--- config.mk ---
export PLATFORM = sky130hd
export DESIGN_NAME = imem_arbiter
export DESIGN_NICKNAME = d
export VERILOG_FILES = /design/src/rtl/imem_arbiter.sv
export SDC_FILE = /design/constraint.sdc
export NUM_CORES = 1
export LEC_CHECK = 0
export ABC_AREA = 1
export ABC_CLOCK_PERIOD_IN_PS = 1300
export BUFFER_PORTS_ARGS = -buffer_cell sky130_fd_sc_hd__buf_4
export CELL_PAD_IN_SITES_DETAIL_PLACEMENT = 0
export CELL_PAD_IN_SITES_GLOBAL_PLACEMENT = 1
export CORE_ASPECT_RATIO = 1.1
export CORE_MARGIN = 1.5
export CORE_UTILIZATION = 25
export CTS_BUF_LIST = sky130_fd_sc_hd__clkbuf_8 sky130_fd_sc_hd__clkbuf_16
export CTS_CLUSTER_DIAMETER = 120
export DETAILED_ROUTE_END_ITERATION = 12
export PLACE_DENSITY_LB_ADDON = 0.2
export SYNTH_ARGS = -nofsm -noshare
export SYNTH_HDL_FRONTEND = slang
export SYNTH_SLANG_ARGS = --single-unit
export TNS_END_PERCENT = 30
--- constraint.sdc ---
create_clock -name clk -period 1.3 [get_ports clk]
set_input_delay 0.065 -clock clk [delete_from_list [all_inputs] [get_ports clk]]
set_output_delay 0.065 -clock clk [all_outputs]
set_load 0.03 [all_outputs]
--- src/rtl/imem_arbiter.sv ---
// Instruction-memory port arbiter: fetch has priority, an aging counter bounds loader starvation,
// and a lock mode hands the loader exclusive ownership. Responses are registered one cycle after grant.
module imem_arbiter #(
   parameter  int unsigned DEPTH_WORDS = 64,
   parameter  int unsigned MAX_WAIT    = 4,
   localparam int unsigned IDX_W       = $clog2(DEPTH_WORDS)
) (
   input  logic             clk,
   input  logic             rst,
   input  logic             f_req,
   input  logic [31:0]      f_addr,
   output logic             f_gnt,
   output logic             f_rvalid,
   output logic [31:0]      f_rdata,
   output logic             f_err,
   input  logic             l_req,
   input  logic             l_we,
   input  logic [31:0]      l_addr,
   input  logic [31:0]      l_wdata,
   input  logic             l_lock,
   output logic             l_gnt,
   output logic             l_rvalid,
   output logic [31:0]      l_rdata,
   output logic             l_err,
   output logic             locked,
   output logic [IDX_W-1:0] mem_addr,
   output logic             mem_we,
   output logic [31:0]      mem_wdata,
   input  logic [31:0]      mem_rdata
);

   localparam int unsigned      CNT_W    = $clog2(MAX_WAIT + 1);
   localparam logic [CNT_W-1:0] MaxWaitC = CNT_W'(MAX_WAIT);
   localparam logic [31:0]      NopInsn  = 32'h0000_0013;

   typedef enum logic [0:0] {StRun, StLock} state_e;

   state_e           state_q, state_d;
   logic [CNT_W-1:0] wait_cnt_q, wait_cnt_d;
   logic             f_rvalid_q, l_rvalid_q, f_err_q, l_err_q;
   logic [31:0]      f_rdata_q, l_rdata_q;
   logic             f_bad, l_bad;

   // Misaligned, or beyond the last word (any set bit above the index field).
   function automatic logic addr_bad(input logic [31:0] a);
      return (a[1:0] != 2'b00) || ((a >> (IDX_W + 2)) != 32'd0);
   endfunction

   assign f_bad = addr_bad(f_addr);
   assign l_bad = addr_bad(l_addr);

   always_comb begin
      f_gnt = 1'b0;
      l_gnt = 1'b0;
      if (!rst) begin
         unique case (state_q)
            StRun: begin
               if (f_req && (!l_req || (wait_cnt_q != MaxWaitC))) begin
                  f_gnt = 1'b1;
               end else if (l_req) begin
                  l_gnt = 1'b1;
               end
            end
            StLock: l_gnt = l_req;
            default: ;
         endcase
      end
   end

   always_comb begin
      state_d    = state_q;
      wait_cnt_d = wait_cnt_q;
      unique case (state_q)
         StRun:   if (l_lock)  state_d = StLock;
         StLock:  if (!l_lock) state_d = StRun;
         default: state_d = StRun;
      endcase
      // Counter only ages in RUN while the loader is actually being refused.
      if ((state_q != StRun) || l_lock || !l_req || l_gnt) begin
         wait_cnt_d = '0;
      end else if (wait_cnt_q != MaxWaitC) begin
         wait_cnt_d = wait_cnt_q + CNT_W'(1);
      end
   end

   always_comb begin
      mem_addr = '0;
      if (f_gnt) begin
         mem_addr = f_addr[IDX_W+1:2];
      end else if (l_gnt) begin
         mem_addr = l_addr[IDX_W+1:2];
      end
   end

   assign mem_we    = l_gnt & l_we & ~l_bad;
   assign mem_wdata = l_wdata;

   always_ff @(posedge clk) begin
      if (rst) begin
         state_q    <= StRun;
         wait_cnt_q <= '0;
         f_rvalid_q <= 1'b0;
         l_rvalid_q <= 1'b0;
         f_rdata_q  <= '0;
         l_rdata_q  <= '0;
         f_err_q    <= 1'b0;
         l_err_q    <= 1'b0;
      end else begin
         state_q    <= state_d;
         wait_cnt_q <= wait_cnt_d;
         f_rvalid_q <= f_gnt;
         l_rvalid_q <= l_gnt;
         if (f_gnt) begin
            f_rdata_q <= f_bad ? NopInsn : mem_rdata;
            f_err_q   <= f_bad;
         end
         if (l_gnt) begin
            l_rdata_q <= (l_we || l_bad) ? 32'd0 : mem_rdata;
            l_err_q   <= l_bad;
         end
      end
   end

   assign f_rvalid = f_rvalid_q;
   assign f_rdata  = f_rdata_q;
   assign f_err    = f_err_q;
   assign l_rvalid = l_rvalid_q;
   assign l_rdata  = l_rdata_q;
   assign l_err    = l_err_q;
   assign locked   = (state_q == StLock);

endmodule

==> impl_table.tex, run 1 <==
\begin{tabular}{lr}
\hline
Metric & Value \\
\hline
\multicolumn{2}{l}{\textbf{Outcome}} \\
\quad Status & finished, violations left \\
\quad Failing checks & negative setup slack \\
\multicolumn{2}{l}{\textbf{Setup path}} \\
\quad WP data arrival & 1.69 ns \\
\quad Class of the most critical setup path & reg -> out \\
\quad Crit path capture type & primary output \\
\quad Cells traversed along the worst timing path & nor2\_1 -> nand2\_8 -> nand2\_8 -> inv\_6 -> buf\_6 -> a22o\_4 -> buf\_6 \\
\quad Delay of the slowest cell on the worst path & 0.32 ns \\
\quad Critical Path Slowest Stage Cell & dfxtp\_2 \\
\quad Maximum net fanout on the critical path & 4 \\
\quad Data required time at the worst endpoint & $\sim$1.2 ns \\
\quad Element type at the critical path start & flip-flop \\
\multicolumn{2}{l}{\textbf{Timing}} \\
\quad Pin slew with the least headroom to its limit & about 0.47 ns \\
\quad Hold Fails Final Rpt & 0 \\
\quad Setup ws final & -0.453 ns \\
\quad RSZ-0062 raised after global routing & true \\
\quad Total Negative Setup Slacks & -19.21 ns \\
\quad Period Utilization, post-route & 135\% \\
\quad Pins over their slew limit & 0 \\
\quad Fin Clk Skew & $\sim$0.0054 ns \\
\quad Tightest slew margin relative to the limit & just under 70\% \\
\quad Final min period & about 1.8 ns \\
\quad Achievable clock frequency & 570 MHz \\
\quad Final setup fails & 79 \\
\multicolumn{2}{l}{\textbf{Route}} \\
\quad Number of detailed-routing iterations run before antenna repair & 4 \\
\quad Antenna Violating Nets Remaining & 0 \\
\quad Total via count in the routed design & 3,747 \\
\quad Overall routed net length & $\sim$12,000 um \\
\quad Number of DRC violations after detailed-routing iteration 0 & about 100 \\
\quad Wire per inst & 14.3 um \\
\quad Post-detailed-route via-to-cell ratio & 4.37 \\
\quad DR DRC count & 0 \\
\multicolumn{2}{l}{\textbf{Cells and area}} \\
\quad Flip-flop and latch area & roughly 1400 um2 \\
\quad Commonest cells after routing, fill and taps aside & buf\_4 (192), dfxtp\_1 (69), nand2\_1 (64) \\
\quad Most common cell after layout, fill and taps aside & buf\_4 \\
\quad Proportion of layout cells with a drive suffix above 1 & between 40\% and 50\% \\
\quad Post-layout net count & between 800 and 900 \\
\quad Area of the multi-input gates & 1710 um2 \\
\quad Post-route cell area & just under 6000 um2 \\
\quad Synth-to-layout area growth & 68.4\% \\
\quad Filler cell count in the final layout & 1,475 \\
\quad Antenna Diode Count & 0 \\
\quad Filler-free cell count of the finished design & approximately 860 \\
\multicolumn{2}{l}{\textbf{Synthesis}} \\
\quad Library cells used by synthesis & 28 \\
\quad Synthesized area per cell & $\sim$7.2 um2 \\
\quad Synthesis-stage register bit count & roughly 70 \\
\quad Syn Std Cell Area & between 3000 and 4000 um2 \\
\quad Part of the Yosys area used for sequential elements & 41.0\% \\
\quad Syn nets & slightly above 600 \\
\quad Cells after synthesis & 486 \\
\quad Syn. warnings & 0 \\
\multicolumn{2}{l}{\textbf{Floorplan}} \\
\quad Initial Utilization & roughly 26\% \\
\quad Die footprint & around 15,000 um2 \\
\quad Die outline width & 116 um \\
\quad Die Y & $\sim$130 um \\
\quad Core Region & 13,700 um2 \\
\quad Boundary Pins & between 200 and 250 \\
\quad Row count & between 40 and 50 \\
\multicolumn{2}{l}{\textbf{Clocking}} \\
\quad Clock sink total & 72 \\
\quad TritonCTS clock tree & built \\
\quad Source-to-sink clock delay at the later pin of the worst-skew pair & roughly 0.34 ns \\
\quad Max Buffers Root-to-Sink & 2 \\
\quad CTS buffer count & 9 \\
\quad CTS HTree Levels & 3 \\
\quad Clock-pin transition on the worst setup and hold timing paths & 0.06 ns \\
\quad Clock Tree Root & clkbuf\_16 \\
\multicolumn{2}{l}{\textbf{Hold path}} \\
\quad Type of the tightest min-delay check & in -> reg \\
\multicolumn{2}{l}{\textbf{Placed design}} \\
\quad Placer Congestion & 0.762 \\
\quad Detail Placement HPWL & 8460 um \\
\quad Cell count after placement & roughly 820 \\
\quad DP Area & between 5000 and 6000 um2 \\
\quad Number of port buffers & approximately 180 \\
\multicolumn{2}{l}{\textbf{Flow run}} \\
\quad Total of max-cap violations & 0 \\
\multicolumn{2}{l}{\textbf{Global route}} \\
\quad Number of global-route vias before repair & 3,732 \\
\quad Congestion Overflow GR & 0 \\
\quad Largest net degree at the start of global routing & 36 \\
\quad Antenna violations before repair & 0 \\
\quad All-layer global routing usage & around 16\% \\
\quad Global-route wire length before repair & 18,100 um \\
\multicolumn{2}{l}{\textbf{Power and ir drop}} \\
\quad Maximum ir drop on the vdd rail & between 0.5 and 0.6 mV \\
\quad Leakage power total & between 0.002 and 0.003 uW \\
\quad Power density of the placed cells & 953 nW/um2 \\
\quad Overall power of the completed layout & roughly 5600 uW \\
\hline
\end{tabular}
-- power breakdown --
part | internal [uW] | leakage [uW] | switching [uW]
clock | 1570 | 0.000143 | 948
sequential | 2230 | 0.000583 | 10.6
combinational | 469 | 0.00196 | 418
total | 4260 | 0.00269 | 1380
-- cell families after synthesis --
logic type / count (synthesis) / share of synthesized area (%)
buffers and inverters: 110 / 18.1
xor gates and xnor gates: 2 / 0.499
and+or+nand+nor: 225 / 28.3
AOI/OAI and AO/OA: 75 / 11.4
DFF: 72 / 41.0
adders and majority gates: 2 / 0.712
-- sequential cells by signal (all words and copies together) (netlist names) --
| signal | flops |
|---|---|
| locked | 1 |
| f_rvalid | 1 |
| l_rvalid | 1 |
| f_err | 1 |
| wait_cnt_q | 3 |
| f_rdata | 32 |
| l_err | 1 |
| l_rdata | 32 |
-- timing repair --
action,CTS,global route
hold endpoints to repair,5,0
hold buffers,5,0
setup buffers,9,3
gates cloned,1,4
setup endpoints to repair,75,79
pin swaps,5,10
gates resized for setup,40,49
-- through the flow --
step	setup WS (ns)	hold slack, ns	util (%)
final	-0.453	0.00750	43.1
after global routing	-0.527	0.00218	43.1
after CTS	-0.422	0.00208	41.1
after global placement	-0.188	0.130	36.8
after detailed placement	-0.208	0.130	36.8
after floorplan	-0.187	0.179	-
-- cells in the mapped netlist --
cell type	n	area (um2)
nand2_4	1	11.3
a22o_1	6	52.6
o21ai_1	3	15.0
buf_8	3	45.0
nand2_1	83	312
or2_4	1	8.76
o211ai_1	1	7.51
nor2_1	66	248
nand3_2	1	10.0
a21oi_1	65	325
nand2_2	2	12.5
nand3_1	63	315
xnor2_1	1	8.76
inv_2	1	3.75
xor2_1	1	8.76
or2_1	1	6.26
ha_1	2	25.0
buf_4	39	293
nor2_4	1	11.3
dfxtp_1	72	1440
clkbuf_1	7	26.3
and2_1	2	12.5
buf_6	4	45.0
nor2_8	1	20.0
nor4_2	1	12.5
nor2_2	2	12.5
inv_1	46	173
buf_2	10	50.1
-- metal layers --
layer  up-vias  global-route usage (%)  share of wire [%]
li1       1879                       -                  -
met1      1683                    17.7                 40
met3        30                    3.98                7.3
met2       155                    27.9                 50
met4         0                    7.96                3.0
met5         -                       0                  0
-- cell type report --
| type | count | area share (%) |
|---|---|---|
| Clock inverter | 3 | 0.719 |
| Multi-Input combinational cell | 304 | 28.9 |
| Inverter | 47 | 3.19 |
| Sequential cell | 72 | 24.4 |
| Tap cell | 188 | 3.98 |
| Timing Repair Buffer | 232 | 34.5 |
| Clock buffer | 11 | 4.27 |
-- worst max-delay path: cells and delay by family (launching register included) --
| family | cells | cell delay (ns) |
|---|---|---|
| AO/OA/AOI/OAI | 1 | 0.21 |
| buffers and inverters | 3 | 0.30 |
| flip-flops | 1 | 0.32 |
| AND/OR/NAND/NOR | 3 | 0.52 |
-- final timing paths --
check	startpoint	end	slack, ns	depth (start not counted)
worst max-delay path	locked	mem_addr[1]	-0.45	7
worst min register to register	f_rdata[10]	f_rdata[10]	0.46	2
worst max register to register	wait_cnt_q[0]	l_rdata[28]	-0.35	10
worst min-delay path	mem_rdata[8]	f_rdata[8]	0.008	3
No activity file was read; power rests on OpenSTA's default activity.
==> inputs of run 2 (changes only) <==
Settings changed: CORE_ASPECT_RATIO 1.1 to not set.
==> impl_table.tex, run 2 (synthesized netlist as in run 1, its figures left out) <==
\begin{tabular}{lr}
\hline
Metric & Value \\
\hline
\multicolumn{2}{l}{\textbf{Outcome}} \\
\quad Status & finished, violations left \\
\quad Failing checks & negative setup slack \\
\multicolumn{2}{l}{\textbf{Clocking}} \\
\quad CTS HTree Levels & 3 \\
\quad Max Buffers Root-to-Sink & 2 \\
\quad TritonCTS clock tree & built \\
\quad Clock Tree Root & clkbuf\_16 \\
\quad CTS buffer count & 9 \\
\quad Clock-pin transition on the worst setup and hold timing paths & roughly 0.060 ns \\
\quad Clock sink total & 72 \\
\quad Source-to-sink clock delay at the later pin of the worst-skew pair & approximately 0.34 ns \\
\multicolumn{2}{l}{\textbf{Placed design}} \\
\quad Number of port buffers & roughly 180 \\
\quad Placer Congestion & 0.745 \\
\quad Cell count after placement & between 800 and 900 \\
\quad Detail Placement HPWL & 8610 um \\
\multicolumn{2}{l}{\textbf{Power and ir drop}} \\
\quad Overall power of the completed layout & between 5000 and 6000 uW \\
\quad Maximum ir drop on the vdd rail & 0.538 mV \\
\quad Power density of the placed cells & around 900 nW/um2 \\
\quad Leakage power total & $\sim$0.0028 uW \\
\multicolumn{2}{l}{\textbf{Route}} \\
\quad Number of detailed-routing iterations run before antenna repair & 4 \\
\quad Top routing layer used & met4 \\
\quad M1 WL & $\sim$5100 um \\
\quad Wire per inst & 14.5 um \\
\quad Antenna Violating Nets Remaining & 0 \\
\quad Met3 WL post-DR & around 840 um \\
\quad Met2 wire len & around 6300 um \\
\quad Overall routed net length & approximately 13,000 um \\
\quad Number of DRC violations after detailed-routing iteration 0 & 156 \\
\quad DR DRC count & 0 \\
\quad Total via count in the routed design & 3,849 \\
\quad Post-detailed-route via-to-cell ratio & about 4.4 \\
\multicolumn{2}{l}{\textbf{Global route}} \\
\quad Largest net degree at the start of global routing & 53 \\
\quad Congestion Overflow GR & 0 \\
\quad Antenna violations before repair & 0 \\
\quad All-layer global routing usage & about 17\% \\
\quad Global-route wire length before repair & 18,900 um \\
\quad Number of global-route vias before repair & $\sim$3,800 \\
\multicolumn{2}{l}{\textbf{Timing}} \\
\quad Final setup fails & 78 \\
\quad Fin Clk Skew & 0.00549 ns \\
\quad Pins over their slew limit & 0 \\
\quad RSZ-0062 raised after global routing & true \\
\quad Pin slew with the least headroom to its limit & 0.695 ns \\
\quad Setup ws final & -0.487 ns \\
\quad Total Negative Setup Slacks & -23.80 ns \\
\quad Final min period & about 1.8 ns \\
\quad Achievable clock frequency & approximately 560 MHz \\
\quad Hold Fails Final Rpt & 0 \\
\quad Tightest slew margin relative to the limit & 53.7\% \\
\quad Period Utilization, post-route & 137\% \\
\multicolumn{2}{l}{\textbf{Cells and area}} \\
\quad Proportion of layout cells with a drive suffix above 1 & approximately 54\% \\
\quad Most common cell after layout, fill and taps aside & buf\_4 \\
\quad Post-layout net count & 818 \\
\quad Filler cell count in the final layout & 1,384 \\
\quad Synth-to-layout area growth & 80.2\% \\
\quad Antenna Diode Count & 0 \\
\quad Filler-free cell count of the finished design & approximately 870 \\
\quad Commonest cells after routing, fill and taps aside & buf\_4 (193), dfxtp\_1 (69), nand2\_1 (53) \\
\multicolumn{2}{l}{\textbf{Floorplan}} \\
\quad Die footprint & 14,800 um2 \\
\quad Boundary Pins & roughly 240 \\
\quad Core Region & approximately 14,000 um2 \\
\quad Initial Utilization & between 20\% and 30\% \\
\quad Die Y & $\sim$120 um \\
\quad Row count & 43 \\
\quad Die outline width & around 120 um \\
\multicolumn{2}{l}{\textbf{Setup path}} \\
\quad WP data arrival & 1.72 ns \\
\quad Class of the most critical setup path & reg -> out \\
\quad Crit path capture type & primary output \\
\quad Maximum net fanout on the critical path & 8 \\
\quad Element type at the critical path start & flip-flop \\
\quad Data required time at the worst endpoint & about 1.2 ns \\
\multicolumn{2}{l}{\textbf{Flow run}} \\
\quad Total of max-cap violations & 0 \\
\multicolumn{2}{l}{\textbf{Hold path}} \\
\quad Type of the tightest min-delay check & in -> reg \\
\hline
\end{tabular}
## run 2: cell count changes in the layout (fill, tap and decap cells not counted), sizes merged
cell | before | now
dlygate4sd3 | 5 | 16
inv | 47 | 46
buf | 223 | 228
clkinvlp | 1 | 4
bufbuf | 1 | 0
## run 2: final timing paths
check	cells after the start	slack, ns	from	end
min reg2reg	2	0.46	f_rdata[27]	f_rdata[27]
max reg2reg	12	-0.38	wait_cnt_q[0]	l_rdata[31]
min	3	0.01	mem_rdata[12]	f_rdata[12]
max	8	-0.49	wait_cnt_q[0]	mem_addr[5]
## run 2: layout make-up
type	instances	area, um2	area share, %
clock inverter	5	57.6	0.909
inverter	47	188	2.97
clock buffer	10	239	3.78
sequential	72	1450	22.8
multi-input combinational	304	1950	30.7
timing repair buffer	248	2230	35.2
tap	180	225	3.56
## run 2: metal layers
layer	up-vias	GRT usage, %
met5	-	0
met4	0	8.16
met3	35	4.28
met2	127	28.9
met1	1786	18.9
li1	1901	-
## run 2: through the flow
step                setup slack, ns  instance area, um2  util (%)  hold WS (ns)
detailed placement           -0.245                5020      36.5         0.130
global placement             -0.194                5020      36.5         0.130
finish                       -0.487                6330      46.0       0.00973
CTS                          -0.500                5860      42.5      0.000506
global route                 -0.568                6330      46.0       0.00203
floorplan                    -0.187                3610         -         0.179
## run 2: repair_timing
item | CTS | global route
hold endpoints to repair | 16 | 0
hold buffers | 16 | 0
gates resized for setup | 72 | 91
pin swaps | 19 | 36
endpoints found under the setup margin | 78 | 79
gates cloned | 3 | 5
buffers inserted | 11 | 6
## run 2: critical path, cell delays in order, from the launching register on
cell and delay [ns]:
dfxtp_2 0.33, inv_2 0.05, ha_4 0.15, nand3_2 0.07, nand2_2 0.07, nand2_4 0.08, clkinvlp_4 0.20, a22o_4 0.29
buf_6 0.13
## run 2: where the power goes
| part | leakage (uW) | switching [uW] | internal, uW |
|---|---|---|---|
| sequential | 0.000583 | 10.8 | 2230 |
| combinational | 0.00207 | 456 | 519 |
| clock | 0.000137 | 991 | 1520 |
| total | 0.00279 | 1460 | 4270 |
==> inputs of run 3 (changes only) <==
Settings changed: GPL_TIMING_DRIVEN set to 0, HOLD_SLACK_MARGIN set to 0.12.
==> impl_table.tex, run 3 (synthesized netlist as in run 1, its figures left out) <==
\begin{tabular}{lr}
\hline
Metric & Value \\
\hline
\multicolumn{2}{l}{\textbf{Outcome}} \\
\quad Status & finished, violations left \\
\quad Failing checks & negative setup slack \\
\multicolumn{2}{l}{\textbf{Floorplan}} \\
\quad Core Region & approximately 14,000 um2 \\
\quad Boundary Pins & approximately 240 \\
\quad Initial Utilization & 25.5\% \\
\quad Row count & 43 \\
\quad Die footprint & between 10,000 and 15,000 um2 \\
\quad Die Y & approximately 120 um \\
\quad Die outline width & 122 um \\
\multicolumn{2}{l}{\textbf{Hold path}} \\
\quad Worst Hold Launch & rst \\
\quad Type of the tightest min-delay check & in -> reg \\
\quad Worst Hold Depth & 4 \\
\quad End of the worst hold path & wait\_cnt\_q[1] \\
\multicolumn{2}{l}{\textbf{Global route}} \\
\quad Largest net degree at the start of global routing & 12 \\
\quad Congestion Overflow GR & 0 \\
\quad Number of global-route vias before repair & around 4,000 \\
\quad Antenna violations before repair & 0 \\
\quad All-layer global routing usage & about 17\% \\
\quad Global-route wire length before repair & 19,400 um \\
\multicolumn{2}{l}{\textbf{Cells and area}} \\
\quad Flip-flop and latch area & around 1400 um2 \\
\quad Final design utilization & a little under half \\
\quad Antenna Diode Count & 0 \\
\quad Proportion of layout cells with a drive suffix above 1 & a little over two fifths \\
\quad Filler cell count in the final layout & $\sim$1,400 \\
\quad Most common cell after layout, fill and taps aside & buf\_4 \\
\quad Area of the multi-input gates & around 1600 um2 \\
\quad Synth-to-layout area growth & 78.2\% \\
\quad Commonest cells after routing, fill and taps aside & buf\_4 (253), nand2\_1 (83), dfxtp\_1 (69) \\
\quad Post-layout net count & roughly 890 \\
\multicolumn{2}{l}{\textbf{Route}} \\
\quad DR DRC count & 0 \\
\quad Number of detailed-routing iterations run before antenna repair & 4 \\
\quad Post-detailed-route via-to-cell ratio & $\sim$4.3 \\
\quad Overall routed net length & about 13,000 um \\
\quad Number of DRC violations after detailed-routing iteration 0 & 155 \\
\quad Antenna Violating Nets Remaining & 0 \\
\quad Wire per inst & $\sim$13 um \\
\quad Total via count in the routed design & slightly above 4,000 \\
\multicolumn{2}{l}{\textbf{Setup path}} \\
\quad Top Family by Delay on Critical Path & buffers and inverters \\
\quad Class of the most critical setup path & reg -> out \\
\quad Crit path capture type & primary output \\
\quad RR Endpoint & l\_rdata[8] \\
\quad WP depth & 9 \\
\quad Worst R2R Setup Slack & -0.32 ns \\
\quad Delay of the slowest cell on the worst path & 0.32 ns \\
\quad Data required time at the worst endpoint & 1.24 ns \\
\quad Element type at the critical path start & flip-flop \\
\quad Count of buffering cells on the critical path with inverters included & 4 \\
\quad Critical Path Slowest Stage Cell & dfxtp\_2 \\
\quad Depth of the most critical reg-to-reg path & 11 \\
\quad Maximum net fanout on the critical path & 3 \\
\quad Critical R2R Launch & wait\_cnt\_q[0] \\
\quad Cells traversed along the worst timing path & inv\_2 -> ha\_4 -> nand3\_4 -> nand2\_4 -> nand2\_4 -> buf\_8 -> buf\_8 -> nor4\_4 -> buf\_6 \\
\quad WP data arrival & roughly 1.7 ns \\
\multicolumn{2}{l}{\textbf{Timing}} \\
\quad Fin Clk Skew & around 0.0049 ns \\
\quad Worst hold slack after final layout & about 0.15 ns \\
\quad Hold Fails Final Rpt & 0 \\
\quad Total Negative Setup Slacks & -19.51 ns \\
\quad Final min period & 1.72 ns \\
\quad Period Utilization, post-route & 132\% \\
\quad Pins over their slew limit & 0 \\
\quad Tightest slew margin relative to the limit & between 60\% and 70\% \\
\quad Pin slew with the least headroom to its limit & 0.577 ns \\
\quad RSZ-0062 raised after global routing & true \\
\quad Final setup fails & 76 \\
\quad Setup ws final & -0.422 ns \\
\quad Achievable clock frequency & around 580 MHz \\
\multicolumn{2}{l}{\textbf{Flow run}} \\
\quad Total of max-cap violations & 0 \\
\multicolumn{2}{l}{\textbf{Placed design}} \\
\quad Detail Placement HPWL & 9250 um \\
\quad Placer Congestion & $\sim$0.8 \\
\quad Number of port buffers & roughly 210 \\
\multicolumn{2}{l}{\textbf{Clocking}} \\
\quad Source-to-sink clock delay at the later pin of the worst-skew pair & between 0.3 and 0.4 ns \\
\quad TritonCTS clock tree & built \\
\quad Clock-pin transition on the worst setup and hold timing paths & roughly 0.050 ns \\
\quad Clock sink total & just over 70 \\
\quad CTS HTree Levels & 3 \\
\quad CTS buffer count & 9 \\
\quad Clock Tree Root & clkbuf\_16 \\
\quad Max Buffers Root-to-Sink & 2 \\
\multicolumn{2}{l}{\textbf{Power and ir drop}} \\
\quad Overall power of the completed layout & approximately 5600 uW \\
\quad Leakage power total & approximately 0.0030 uW \\
\quad Maximum ir drop on the vdd rail & between 0.5 and 0.6 mV \\
\quad Power density of the placed cells & between 900 and 1000 nW/um2 \\
\hline
\end{tabular}
[run 3: cell count changes in the layout (fill, tap and decap cells not counted), sizes merged]
cell and delta:
buf +52, dlygate4sd3 +18, clkbuf +5, inv +3, clkinvlp -2, bufinv -1, clkinv -1
[run 3: routing by layer]
metal  global-route usage, %  part of all wire (%)  vias to the layer above
met5                       0                     0                        -
met2                    30.5                    50                      167
met1                    19.3                    40                     1830
met3                    4.56                   7.9                       16
met4                    6.54                   1.9                        0
li1                        -                     -                     2051
[run 3: worst min-delay path, cell delays in order]
cell and delay, ns:
buf_4 0.09, nor2_1 0.07, nand3_1 0.15, a21oi_1 0.05
[run 3: how the worst max path moves through the flow]
| stage | from | to |
|---|---|---|
| floorplan | wait_cnt_q[1] | mem_we |
| detailed placement | wait_cnt_q[0] | mem_we |
| global route | wait_cnt_q[0] | mem_we |
| CTS | wait_cnt_q[0] | f_gnt |
| global placement | wait_cnt_q[0] | mem_we |
| finish | wait_cnt_q[0] | mem_we |
[run 3: area by class of cell]
class / count / share of cell area (%)
clock inverters: 4 / 0.360
clock buffers: 11 / 4.04
inverters: 47 / 2.82
well taps: 180 / 3.60
flip-flops and latches: 72 / 23.1
repair buffers: 259 / 33.0
plain buffers: 63 / 7.98
multi-input cells: 304 / 25.1
[run 3: timing repair]
item | CTS | global route
pin swaps | 3 | 0
hold buffers | 34 | 0
cloned | 1 | 0
buffers inserted | 10 | 3
resized for setup | 23 | 12
setup endpoints to repair | 76 | 79
hold endpoints to repair | 68 | 0
[run 3: per-stage QoR]
stage	setup WS, ns	std cells	area (um2)
global route	-0.506	940	6260
finish	-0.422	940	6260
global placement	-0.234	877	5420
detailed placement	-0.269	877	5420
CTS	-0.430	937	6200
floorplan	-0.187	486	3610
[run 3: report_power, final]
group | switching [uW] | total, uW | internal (uW)
clock network | 933 | 2300 | 1370
logic | 534 | 1110 | 573
registers | 10.6 | 2240 | 2230
